**src/rtl/washer_pkg.sv**
```systemverilog
// Shared types and constants for the washing machine controller: phase
// enumeration, phase durations in prescaler ticks, and the 7-segment digit table.
package washer_pkg;

    typedef enum logic [2:0] {
        S_IDLE   = 3'd0,
        S_FILL   = 3'd1,
        S_WASH   = 3'd2,
        S_RINSE  = 3'd3,
        S_RINSE2 = 3'd4,
        S_SPIN   = 3'd5,
        S_SPIN2  = 3'd6,
        S_DONE   = 3'd7
    } state_t;

    localparam logic [3:0] FILL_S  = 4'd2;
    localparam logic [3:0] FILL_M  = 4'd3;
    localparam logic [3:0] FILL_L  = 4'd4;
    localparam logic [3:0] WASH_C  = 4'd3;
    localparam logic [3:0] WASH_W  = 4'd4;
    localparam logic [3:0] WASH_H  = 4'd5;
    localparam logic [3:0] RINSE_T = 4'd3;
    localparam logic [3:0] SPIN_T  = 4'd2;

    // Size code {sw1,sw0}: 00 small, 01 medium, 10/11 large.
    function automatic logic [3:0] fill_ticks(input logic [1:0] size);
        case (size)
            2'b00:   fill_ticks = FILL_S;
            2'b01:   fill_ticks = FILL_M;
            default: fill_ticks = FILL_L;
        endcase
    endfunction

    // Temperature code {sw3,sw2}: 01 cold, 10 hot, 00/11 warm.
    function automatic logic [3:0] wash_ticks(input logic [1:0] temp);
        case (temp)
            2'b01:   wash_ticks = WASH_C;
            2'b10:   wash_ticks = WASH_H;
            default: wash_ticks = WASH_W;
        endcase
    endfunction

    // Active-high segments {g,f,e,d,c,b,a}.
    function automatic logic [6:0] seg_digit(input logic [3:0] d);
        case (d)
            4'd0:    seg_digit = 7'h3F;
            4'd1:    seg_digit = 7'h06;
            4'd2:    seg_digit = 7'h5B;
            4'd3:    seg_digit = 7'h4F;
            4'd4:    seg_digit = 7'h66;
            4'd5:    seg_digit = 7'h6D;
            4'd6:    seg_digit = 7'h7D;
            4'd7:    seg_digit = 7'h07;
            4'd8:    seg_digit = 7'h7F;
            4'd9:    seg_digit = 7'h6F;
            default: seg_digit = 7'h00;
        endcase
    endfunction

endpackage

```
**src/rtl/washer_tick_gen.sv**
```systemverilog
// Phase time-base prescaler: counts 0..COUNT while enabled and pulses tick
// on the terminal count; clr forces the count back to zero.
module washer_tick_gen #(
    parameter int COUNT_WIDTH = 27,
    parameter int COUNT       = 99_999_999
) (
    input  logic clk,
    input  logic rst_n,
    input  logic en,
    input  logic clr,
    output logic tick
);

    localparam logic [COUNT_WIDTH-1:0] TERM = COUNT_WIDTH'(COUNT);

    logic [COUNT_WIDTH-1:0] count_reg;

    assign tick = en & (count_reg == TERM);

    always_ff @(posedge clk or negedge rst_n) begin
        if (!rst_n) begin
            count_reg <= '0;
        end else if (clr) begin
            count_reg <= '0;
        end else if (en) begin
            count_reg <= (count_reg == TERM) ? '0 : count_reg + 1'b1;
        end
    end

endmodule

```
**src/rtl/washer_top.sv**
```systemverilog
// Washing machine controller: timed FSM fill/wash/rinse(/rinse2)/spin(/spin2)/done.
// Define LID_PAUSE_EN to let an open lid pause a running cycle.
module washer_top #(
    parameter int COUNT_WIDTH = 27,
    parameter int COUNT       = 99_999_999
) (
    input  logic       clk,
    input  logic       rst_n,
    input  logic       sw0,
    input  logic       sw1,
    input  logic       sw2,
    input  logic       sw3,
    input  logic       sw4,
    input  logic       sw5,
    input  logic       sw6,
    input  logic       start_btn,
    output logic [5:0] led,
    output logic [7:0] sevenseg,
    output logic       rinse2,
    output logic       spin2
);

    import washer_pkg::*;

    state_t     state_reg, state_next;
    logic [3:0] timer_reg, timer_next;
    logic [1:0] size_reg, size_next;
    logic [1:0] temp_reg, temp_next;
    logic       rinse2_en_reg, rinse2_en_next;
    logic       spin2_en_reg, spin2_en_next;
    logic       start_q;
    logic       start_edge, start_ok, active, paused, tick;

    assign start_edge = start_btn & ~start_q;
    assign active     = (state_reg != S_IDLE) && (state_reg != S_DONE);
    assign start_ok   = start_edge & ~sw6 & ~active;

`ifdef LID_PAUSE_EN
    assign paused = active & sw6;
`else
    assign paused = 1'b0;
`endif

    washer_tick_gen #(
        .COUNT_WIDTH(COUNT_WIDTH),
        .COUNT      (COUNT)
    ) u_tick_gen (
        .clk  (clk),
        .rst_n(rst_n),
        .en   (active & ~paused),
        .clr  (start_ok | ~active),
        .tick (tick)
    );

    always_ff @(posedge clk or negedge rst_n) begin
        if (!rst_n) begin
            state_reg     <= S_IDLE;
            timer_reg     <= '0;
            size_reg      <= '0;
            temp_reg      <= '0;
            rinse2_en_reg <= 1'b0;
            spin2_en_reg  <= 1'b0;
            start_q       <= 1'b0;
        end else begin
            state_reg     <= state_next;
            timer_reg     <= timer_next;
            size_reg      <= size_next;
            temp_reg      <= temp_next;
            rinse2_en_reg <= rinse2_en_next;
            spin2_en_reg  <= spin2_en_next;
            start_q       <= start_btn;
        end
    end

    always_comb begin
        state_next     = state_reg;
        timer_next     = timer_reg;
        size_next      = size_reg;
        temp_next      = temp_reg;
        rinse2_en_next = rinse2_en_reg;
        spin2_en_next  = spin2_en_reg;

        if (!active) begin
            if (start_ok) begin
                size_next      = {sw1, sw0};
                temp_next      = {sw3, sw2};
                rinse2_en_next = sw4;
                spin2_en_next  = sw5;
                state_next     = S_FILL;
                timer_next     = fill_ticks({sw1, sw0});
            end
        end else if (tick) begin
            if (timer_reg == 4'd1) begin
                // Last tick of the phase: advance and load the next phase length.
                case (state_reg)
                    S_FILL: begin
                        state_next = S_WASH;
                        timer_next = wash_ticks(temp_reg);
                    end
                    S_WASH: begin
                        state_next = S_RINSE;
                        timer_next = RINSE_T;
                    end
                    S_RINSE: begin
                        state_next = rinse2_en_reg ? S_RINSE2 : S_SPIN;
                        timer_next = rinse2_en_reg ? RINSE_T : SPIN_T;
                    end
                    S_RINSE2: begin
                        state_next = S_SPIN;
                        timer_next = SPIN_T;
                    end
                    S_SPIN: begin
                        state_next = spin2_en_reg ? S_SPIN2 : S_DONE;
                        timer_next = spin2_en_reg ? SPIN_T : 4'd0;
                    end
                    default: begin
                        state_next = S_DONE;
                        timer_next = 4'd0;
                    end
                endcase
            end else begin
                timer_next = timer_reg - 4'd1;
            end
        end
    end

    always_comb begin
        led      = '0;
        sevenseg = '0;
        rinse2   = 1'b0;
        spin2    = 1'b0;
        case (state_reg)
            S_FILL:   led[0] = 1'b1;
            S_WASH:   led[1] = 1'b1;
            S_RINSE:  led[2] = 1'b1;
            S_RINSE2: begin
                led[2] = 1'b1;
                rinse2 = 1'b1;
            end
            S_SPIN:   led[3] = 1'b1;
            S_SPIN2:  begin
                led[3] = 1'b1;
                spin2  = 1'b1;
            end
            S_DONE:   led[4] = 1'b1;
            default:  led = '0;
        endcase
        if (active) begin
            led[5]   = paused;
            sevenseg = {paused, seg_digit(timer_reg)};
        end else if (state_reg == S_DONE) begin
            sevenseg = {1'b0, seg_digit(4'd0)};
        end
    end

endmodule

```
**config.mk**
```make
export PLATFORM = sky130hd
export DESIGN_NAME = washer_top
export DESIGN_NICKNAME = d
export VERILOG_FILES = /design/src/rtl/washer_pkg.sv /design/src/rtl/washer_tick_gen.sv /design/src/rtl/washer_top.sv
export SDC_FILE = /design/constraint.sdc
export NUM_CORES = 1
export LEC_CHECK = 0
export ABC_AREA = 1
export BUFFER_PORTS_ARGS = -buffer_cell sky130_fd_sc_hd__buf_4
export CORE_UTILIZATION = 51
export DETAILED_ROUTE_END_ITERATION = 7
export PLACE_DENSITY = 0.82
export SYNTH_ARGS = -nofsm -noshare
export SYNTH_HDL_FRONTEND = slang
export SYNTH_SLANG_ARGS = --single-unit
export TNS_END_PERCENT = 20
```
**constraint.sdc**
```tcl
create_clock -name clk -period 2.6 [get_ports clk]
set_input_delay 0.78 -clock clk [delete_from_list [all_inputs] [get_ports clk]]
set_output_delay 0.78 -clock clk [all_outputs]
set_load 0.05 [all_outputs]
```
Word level (Yosys, flattened, before mapping)
Memories as Yosys holds them, arrays and structs flattened. Cells that the tools add are included.

Flip-flop bits (word level): 39. Bits in read-only memories: 112. Input port bits: 10. Memories kept: 1.

Memory list: (name not given) (words 16, bits a word 7, rd ports 1, clocked after memory_dff 0, write ports 0, RTL line washer_pkg.sv:45) `case (d)`.

Add/subtract/negate cells: 2. Equal/unequal tests: 15. Multiplexer cells: 28. Bitwise gates (word level): 8. Reductions and logical operators: 10.

Operators by type and width (count): 27-bit 2-to-1 mux (3); 27-bit by 1-bit adder with 27-bit output, second input constant (1); 27-bit == test, second input constant (1); 4-bit one-hot mux with 5 select lines (1); 4-bit 2-to-1 mux (4); 3-bit one-hot mux with 5 select lines (1); 3-bit == test, second input constant (4); 3-bit 2-to-1 mux (4); 3-bit one-hot mux with 2 select lines (2); 1-bit 2-to-1 mux (10); 7-bit 2-to-1 mux (1); 3-bit by 2-bit == test with 1-bit output, second input constant (2); 6-bit 2-to-1 mux (1); 1-bit bitwise AND (4); 2-bit by 1-bit == test with 1-bit output, second input constant (2); 4-bit by 1-bit == test with 1-bit output, second input constant (1); 2-bit by 1-bit != test with 1-bit output, second input constant (2); 2-bit AND reduction (2); 2-bit nonzero test (2); 2-bit OR reduction (2); 4-bit by 1-bit subtractor with 4-bit output, second input constant (1); 3-bit by 1-bit == test with 1-bit output, second input constant (1); 3-bit != test, second input constant (1); 1-bit NOT (3); other kinds (7) (7).

Logic depth before layout (Yosys ltp)
Gate-level depths: netlist of run 1.

Depth after elaboration: 6. Mapped depth: 11. Mapped depth without buffers: 11.

Modules after synthesis
Synthesis of run 1 repeated with hierarchy kept, for this count alone.

Cell total of the unflattened synthesis: 400. Area total of the unflattened synthesis: 2840.2 um^2.

By module, submodules not included: washer_tick_gen (times used 1, cells each 257, area each 1701.6 um^2); washer_top (times used 1, cells each 143, area each 1138.6 um^2).

Worst setup path before layout of run 1
Ideal clock, no wire load.

Kind: flip-flop to output port. Start: reg state_reg[1]. End: out led[2]. Data arrival time: 2.132 ns. Data required time: 1.820 ns. Slack: -0.312 ns. Stages on the path, launching flop included: 4. Cells stage by stage: dfrtp_1 -> buf_6 -> nor3_1 -> or2_2.

Cells in the longest elaborated chain, start to end: 3. Elaborated cells between the ends (all ways): 4.

Ends and longest elaborated chain: start, declared (RTL line washer_top.sv:25) `state_t state_reg, state_next;`; start signal, assigned (RTL line washer_top.sv:65) `state_reg <= state_next;`; 3-bit == test / 3-bit by 2-bit == test with 1-bit output (equally long branches) (RTL line washer_top.sv:132) `case (state_reg)`; 2-bit OR reduction (no source line) (*); 1-bit 2-to-1 mux (*) (RTL line washer_top.sv:132); end, declared (RTL line washer_top.sv:17) `output logic [5:0] led,`.

Mark *: on every way between the ends. The rest lies on a longest branch, timed or not.

Worst setup path after layout of run 1
Start: reg timer_reg[0]. End: out sevenseg[1].

Cells in the longest elaborated chain, start to end: 2.

Ends and longest elaborated chain: start, declared (RTL line washer_top.sv:26) `logic [3:0] timer_reg, timer_next;`; start signal, assigned (RTL line washer_top.sv:66) `timer_reg <= timer_next;`; memory 16 x 7 bit; 7-bit 2-to-1 mux (RTL line washer_top.sv:148) `if (active) begin`; end, declared (RTL line washer_top.sv:18) `output logic [7:0] sevenseg,`.

No other way between the ends.

==> results of run 1 <==
[cell usage in the layout (no fill, tap or decap)]
master	n
a211oi_1	1
a21oi_1	12
and2_1	1
buf_4	24
clkbuf_1	1
clkbuf_8	7
conb_1	2
dfrtp_1	34
dfrtp_2	5
ha_1	12
inv_1	36
inv_2	8
inv_4	1
mux2_4	2
nand2_1	93
nand2_2	3
nand2_4	5
nand3_1	23
nand3_2	2
nand3_4	2
nand3b_1	2
nand4_1	8
nor2_1	79
nor2_2	6
nor2_4	3
nor2_8	1
nor3_1	7
nor3_2	2
nor3b_1	1
o21ai_0	8
o21ai_1	3
o21bai_2	1
o22ai_1	1
or2_2	1
xnor2_1	4
xor2_1	10
[per-stage QoR]
stage	hold slack [ns]	worst slack [ns]	total power, W	TNS [ns]	utilization (%)
finish	0.447	0.138	0.00304	0	59.4
global route	0.492	0.00763	0.00325	0	59.4
CTS	0.462	0.0496	0.00305	0	59.3
detailed placement	0.533	0.378	0.00259	0	57.4
global placement	0.512	0.483	0.00255	0	57.4
floorplan	0.484	-0.305	0.00223	-1.25	-
[Yosys cell counts, types with 3 or more instances]
| cell | instances | area, sq um |
|---|---|---|
| xnor2_1 | 4 | 35.0 |
| nor2_1 | 79 | 297 |
| inv_1 | 36 | 135 |
| a21oi_1 | 12 | 60.1 |
| nand2_4 | 5 | 56.3 |
| nor2_2 | 6 | 37.5 |
| ha_1 | 12 | 150 |
| nand2_1 | 93 | 349 |
| xor2_1 | 10 | 87.6 |
| inv_2 | 8 | 30.0 |
| o21ai_0 | 8 | 40.0 |
| nand4_1 | 8 | 50.1 |
| buf_6 | 4 | 45.0 |
| nand2_2 | 3 | 18.8 |
| nand3_1 | 23 | 115 |
| nor2_4 | 3 | 33.8 |
| dfrtp_1 | 39 | 976 |
| nor3_1 | 8 | 40.0 |
| o21ai_1 | 3 | 15.0 |
[where the power goes]
part | switching (W) | internal (W)
registers | 0.000140 | 0.000703
clock network | 0.000209 | 0.000242
logic | 0.00123 | 0.000518
total | 0.00158 | 0.00146
[worst min path at each step]
stage               slack (ns)  depth (start not counted)     startpoint                  endpoint
finish                    0.45                          1          rst_n  u_tick_gen.count_reg[21]
CTS                       0.46                          1          rst_n  u_tick_gen.count_reg[21]
floorplan                 0.48                          0          rst_n             rinse2_en_reg
global placement          0.51                          2    temp_reg[1]               temp_reg[1]
detailed placement        0.53                          2  rinse2_en_reg             rinse2_en_reg
global route              0.49                          1          rst_n   u_tick_gen.count_reg[0]
[worst register-to-register path, cell delays in order (launching register included)]
cell	delay (ns)
dfrtp_2	0.49
nor2_4	0.14
nand2_2	0.08
nand2_4	0.06
buf_4	0.27
inv_1	0.18
nand2_4	0.22
nand3_2	0.13
nand2_1	0.08
nand2_1	0.05
[cell type report]
type | instances | area share, %
repair buffers | 24 | 5.82
inverters | 45 | 5.54
clock buffers | 8 | 3.23
well taps | 70 | 2.83
flip-flops and latches | 39 | 31.7
multi-input cells | 295 | 50.8
[what timing repair did]
| action | 4_1_cts | 5_1_grt |
|---|---|---|
| gates resized for setup | 0 | 5 |
| setup endpoints to repair | 0 | 6 |
| endpoints found under the hold margin | 0 | 0 |
[per-layer routing]
| metal | track usage (%) | wire length, microns |
|---|---|---|
| met4 | 8.27 | 111 |
| met2 | 41.1 | 3020 |
| met3 | 2.99 | 260 |
| met1 | 26.5 | 2590 |
| met5 | 0 | 0 |
[cells by family after synthesis]
group,after synthesis
compound gates,26
xor+xnor,14
fa+ha+maj,12
buf+inv,53
flops,39
mux,2
other cells,1
simple gates,239
==> run metrics, run 1 <==
run status=completed; CTS root buf=clkbuf_8; Overflow after GRT=0; Die W=~76 microns; Initial DRC Count=120; mux share of post-synthesis cell area=1.08%; Levels on crit path=6; FFs w/ async S/R, synth=100%; DRC Markers=0; diodes inserted=0; Tmin final=roughly 2.5 ns; Ports=26; CTS hold repair buffers=0; vias in the first global route=between 2k and 2.5k; Mapped Area=between 2000 and 3000 sq um; HPWL Detailed=between 4000 and 5000 microns; critical path class=reg2out; largest family of logic cells by synthesized area=simple AND/OR/NAND/NOR gates; GPL Wtd Cong=around 0.96; initial antenna violation count=0; Netlist cell types=36; Post-Synth Simple-Gate Area=roughly two fifths; Synth Area in Adders=5.38%; power per cell area=~1000 nW/um^2; Worst Skew=0.0116 ns; post-synthesis compound-gate area fraction=roughly 5.0%; worst-skew pair later-pin latency=roughly 0.30 ns; Synth Instances=386; final period utilization=approximately 95%; Post-Synth XOR/XNOR Area=about 4.4%; Die Height=between 70 and 80 microns; leakage=roughly 1.5 nW; max FFs per register=27; RR Endpoint=state_reg[2]; crit path buf inv count=3; Initial DRT Pass Iterations=4; EDFF count, synth=0; synthesized area per cell=~7.2 sq um; dpl cells=473; worst path arrival time=between 1.5 and 2 ns; critical path endpoint category=output port; WL/cell=12.4 microns; Layout Nets=about 430; Post-Layout Cell Count=between 400 and 500; H-tree Lvls=2; synthesis warning total=0; DR vias=2473; WP data required=around 1.8 ns; fill count=506; final count of pins violating max slew=0; Hold Crit Class=in2async; Total Wirelength=approximately 6000 microns; reg2reg path depth=9; fmax=roughly 410 MHz; row count=26; core footprint=~5200 sq um; vias per cell=just over 5; number of synthesized register bits=39; CTS Buffer Depth=2; Post-CTS Setup Repair Bufs=0; Initial Util=53.6%; final setup violating endpoints=0; Design Area, Final=just over 3000 sq um; CP dominant cell by count=inv_1; slowest CP cell=dfrtp_2; RSZ-0062 raised after global routing=no; worst reg2reg setup slack=around 0.8 ns; CP startpoint kind=flop; Most used DFF post-synth=dfrtp_1; Worst setup startpoint=timer_reg[0]; Setup crit end=sevenseg[1]; CTS Buf Count=5; pin count of the biggest net entering global routing=40; crit-path cells=inv_1 > ha_1 > nand2_1 > inv_1 > o21ai_0 > buf_4; Placed Area=2990 sq um; Register Area=982 sq um; peak supply drop=around 0.74 mV; Top Family by Delay on Critical Path=flip-flops; DRT antenna net count=0; Reg2Reg Launch Point=state_reg[0]; count of input and output buffers=23; layout cells sized above 1=between 10% and 20%; Area growth syn-to-layout=10.8%; part of the Yosys area used for sequential elements=35.0%; Max FO, Critical Path=5; CTS tree=built; Total GRT Usage=22.3%; register clock-pin slew on the reported worst setup and hold paths=~0.070 ns; max-cap violation count=0; Max stage delay on crit path=0.44 ns; footprint of the multi-input gates=about 1600 sq um; die area=between 5000 and 6000 sq um; first-pass GRT wire length=roughly 10000 microns; Final Hold Vio Count=0; sinks on the clock net=39
Note: power is estimated with default switching activity, not from simulation.
==> run 2: changes to the inputs <==
SETUP_SLACK_MARGIN = 0.4   (was unset)
==> run 2 against run 1 <==
Against the previous run:
- cell count grew 1.7%
- critical path depth is the same
- setup slack gained 0.071 ns
- critical path type unchanged
- highest routed layer unchanged
==> run metrics, run 2 (synthesized netlist as in run 1, its figures left out) <==
Top Family by Delay on Critical Path=flip-flops; final count of pins violating max slew=0; WL/cell=around 14 microns; fmax=between 400 and 500 MHz; diodes inserted=0; Reg2Reg Launch Point=state_reg[1]; Worst Skew=0.00987 ns; most frequent cells in the layout=nand2_1, nor2_1, dfrtp_1; first-pass GRT wire length=approximately 11000 microns; WP data required=between 1.5 and 2 ns; CTS tree=built; Die W=between 70 and 80 microns; CP startpoint kind=flop; CTS root buf=clkbuf_8; fin util=64.4%; DR vias=approximately 2.6k; slew margin rel.=66.2%; Total GRT Usage=24.8%; Placed Area=between 3000 and 4000 sq um; Initial Util=between 50 and 60%; vias per cell=~5.4; RSZ-0062 raised after global routing=yes; Design Area, Final=approximately 3400 sq um; power per cell area=roughly 1100 nW/um^2; pin count of the biggest net entering global routing=40; Initial DRT Pass Iterations=6; Overflow after GRT=0; leakage=between 1.5 and 2 nW; CTS hold repair buffers=0; layout cells sized above 1=25.3%; run status=completed; Setup TNS Final=0 ns; DRC Markers=0; max-cap violation count=0; slowest CP cell=dfrtp_2; H-tree Lvls=2; critical path class=reg2out; Ports=26; Die Height=between 70 and 80 microns; vias in the first global route=~2.5k; Layout Nets=~440; final setup violating endpoints=0; Tmin final=about 2.4 ns; crit-path cells=buf_6 > ha_4 > nor2_4 > a21oi_2 > a211oi_4 > buf_6; HPWL Detailed=roughly 4600 microns; Max FO, Critical Path=3; GPL Wtd Cong=0.901; final period utilization=91.9%; sinks on the clock net=39; count of input and output buffers=23; most common cell after layout, fill and taps aside=nand2_1; peak supply drop=roughly 1.1 mV; Total Wirelength=about 7000 microns; die area=a little under 6000 sq um; Worst setup startpoint=timer_reg[1]; Worst-Margin Slew=slightly above 0.5 ns; Final Hold Vio Count=0; Initial DRC Count=265; Max stage delay on crit path=0.45 ns; critical path endpoint category=output port; register clock-pin slew on the reported worst setup and hold paths=~0.080 ns; crit path buf inv count=2; CP dominant cell by count=buf_6; initial antenna violation count=0; row count=26; CTS Buf Count=5; DRT antenna net count=0; worst-skew pair later-pin latency=0.30 ns; max FFs per register=27; core footprint=approximately 5200 sq um; Hold Crit Class=in2async; CTS Buffer Depth=2; worst path arrival time=approximately 1.6 ns; Area growth syn-to-layout=20.2%
-- run 2: worst paths after layout --
kind                       cells past startpoint                       end  slack (ns)
setup / recovery                               6               sevenseg[6]        0.21
hold reg to reg                                1   u_tick_gen.count_reg[0]        0.54
hold / removal                                 1  u_tick_gen.count_reg[14]        0.44
max in group asynchronous                      1              state_reg[1]        1.77
min in group clk                               1   u_tick_gen.count_reg[0]        0.54
setup reg to reg                               9              timer_reg[0]        0.66
-- run 2: layout make-up --
type / count / area (sq um)
clock buffer: 5 / 68.8
clock inverter: 2 / 37.5
fill: 430 / 1850
inverter: 45 / 176
multi-input combinational: 295 / 1720
sequential: 39 / 982
tap: 70 / 87.6
timing repair buffer: 33 / 282
-- run 2: where the power goes --
group | switching (W) | internal [W] | total [W]
combinational | 0.00153 | 0.000795 | 0.00233
sequential | 0.000156 | 0.000703 | 0.000859
clock | 0.000225 | 0.000281 | 0.000505
-- run 2: per-layer routing --
metal	GRT usage (%)	vias to the layer above	share of wire [%]
li1	-	1273	-
met1	31.0	1227	42
met2	41.2	118	50
met3	5.51	31	5.3
met4	11.2	0	3.6
met5	0	-	0
-- run 2: metrics by stage --
| stage | total power, W | hold WS [ns] | setup WS (ns) | instances |
|---|---|---|---|---|
| 5_1_grt | 0.00388 | 0.477 | 0.188 | 489 |
| 2_1_floorplan | 0.00234 | 0.484 | 0.198 | 387 |
| 6_report | 0.00369 | 0.443 | 0.210 | 489 |
| 3_5_place_dp | 0.00269 | 0.534 | 0.317 | 473 |
| 4_1_cts | 0.00349 | 0.461 | 0.247 | 488 |
| 3_3_place_gp | 0.00266 | 0.523 | 0.356 | 473 |
-- run 2: repair_timing --
action                                  CTS  global route
pin swaps                                 6             6
endpoints found under the setup margin   12            12
resized for setup                        31            11
setup buffers                             8             1
-- run 2: worst reg2reg max path: stages (launching register included) --
cell and delay (ns):
dfrtp_2 0.52, nand3_4 0.20, nand2_4 0.12, buf_4 0.28, inv_1 0.20, nor2_1 0.24, nand2_1 0.10, nand3_1 0.10
nand2_1 0.05, nand2_1 0.06
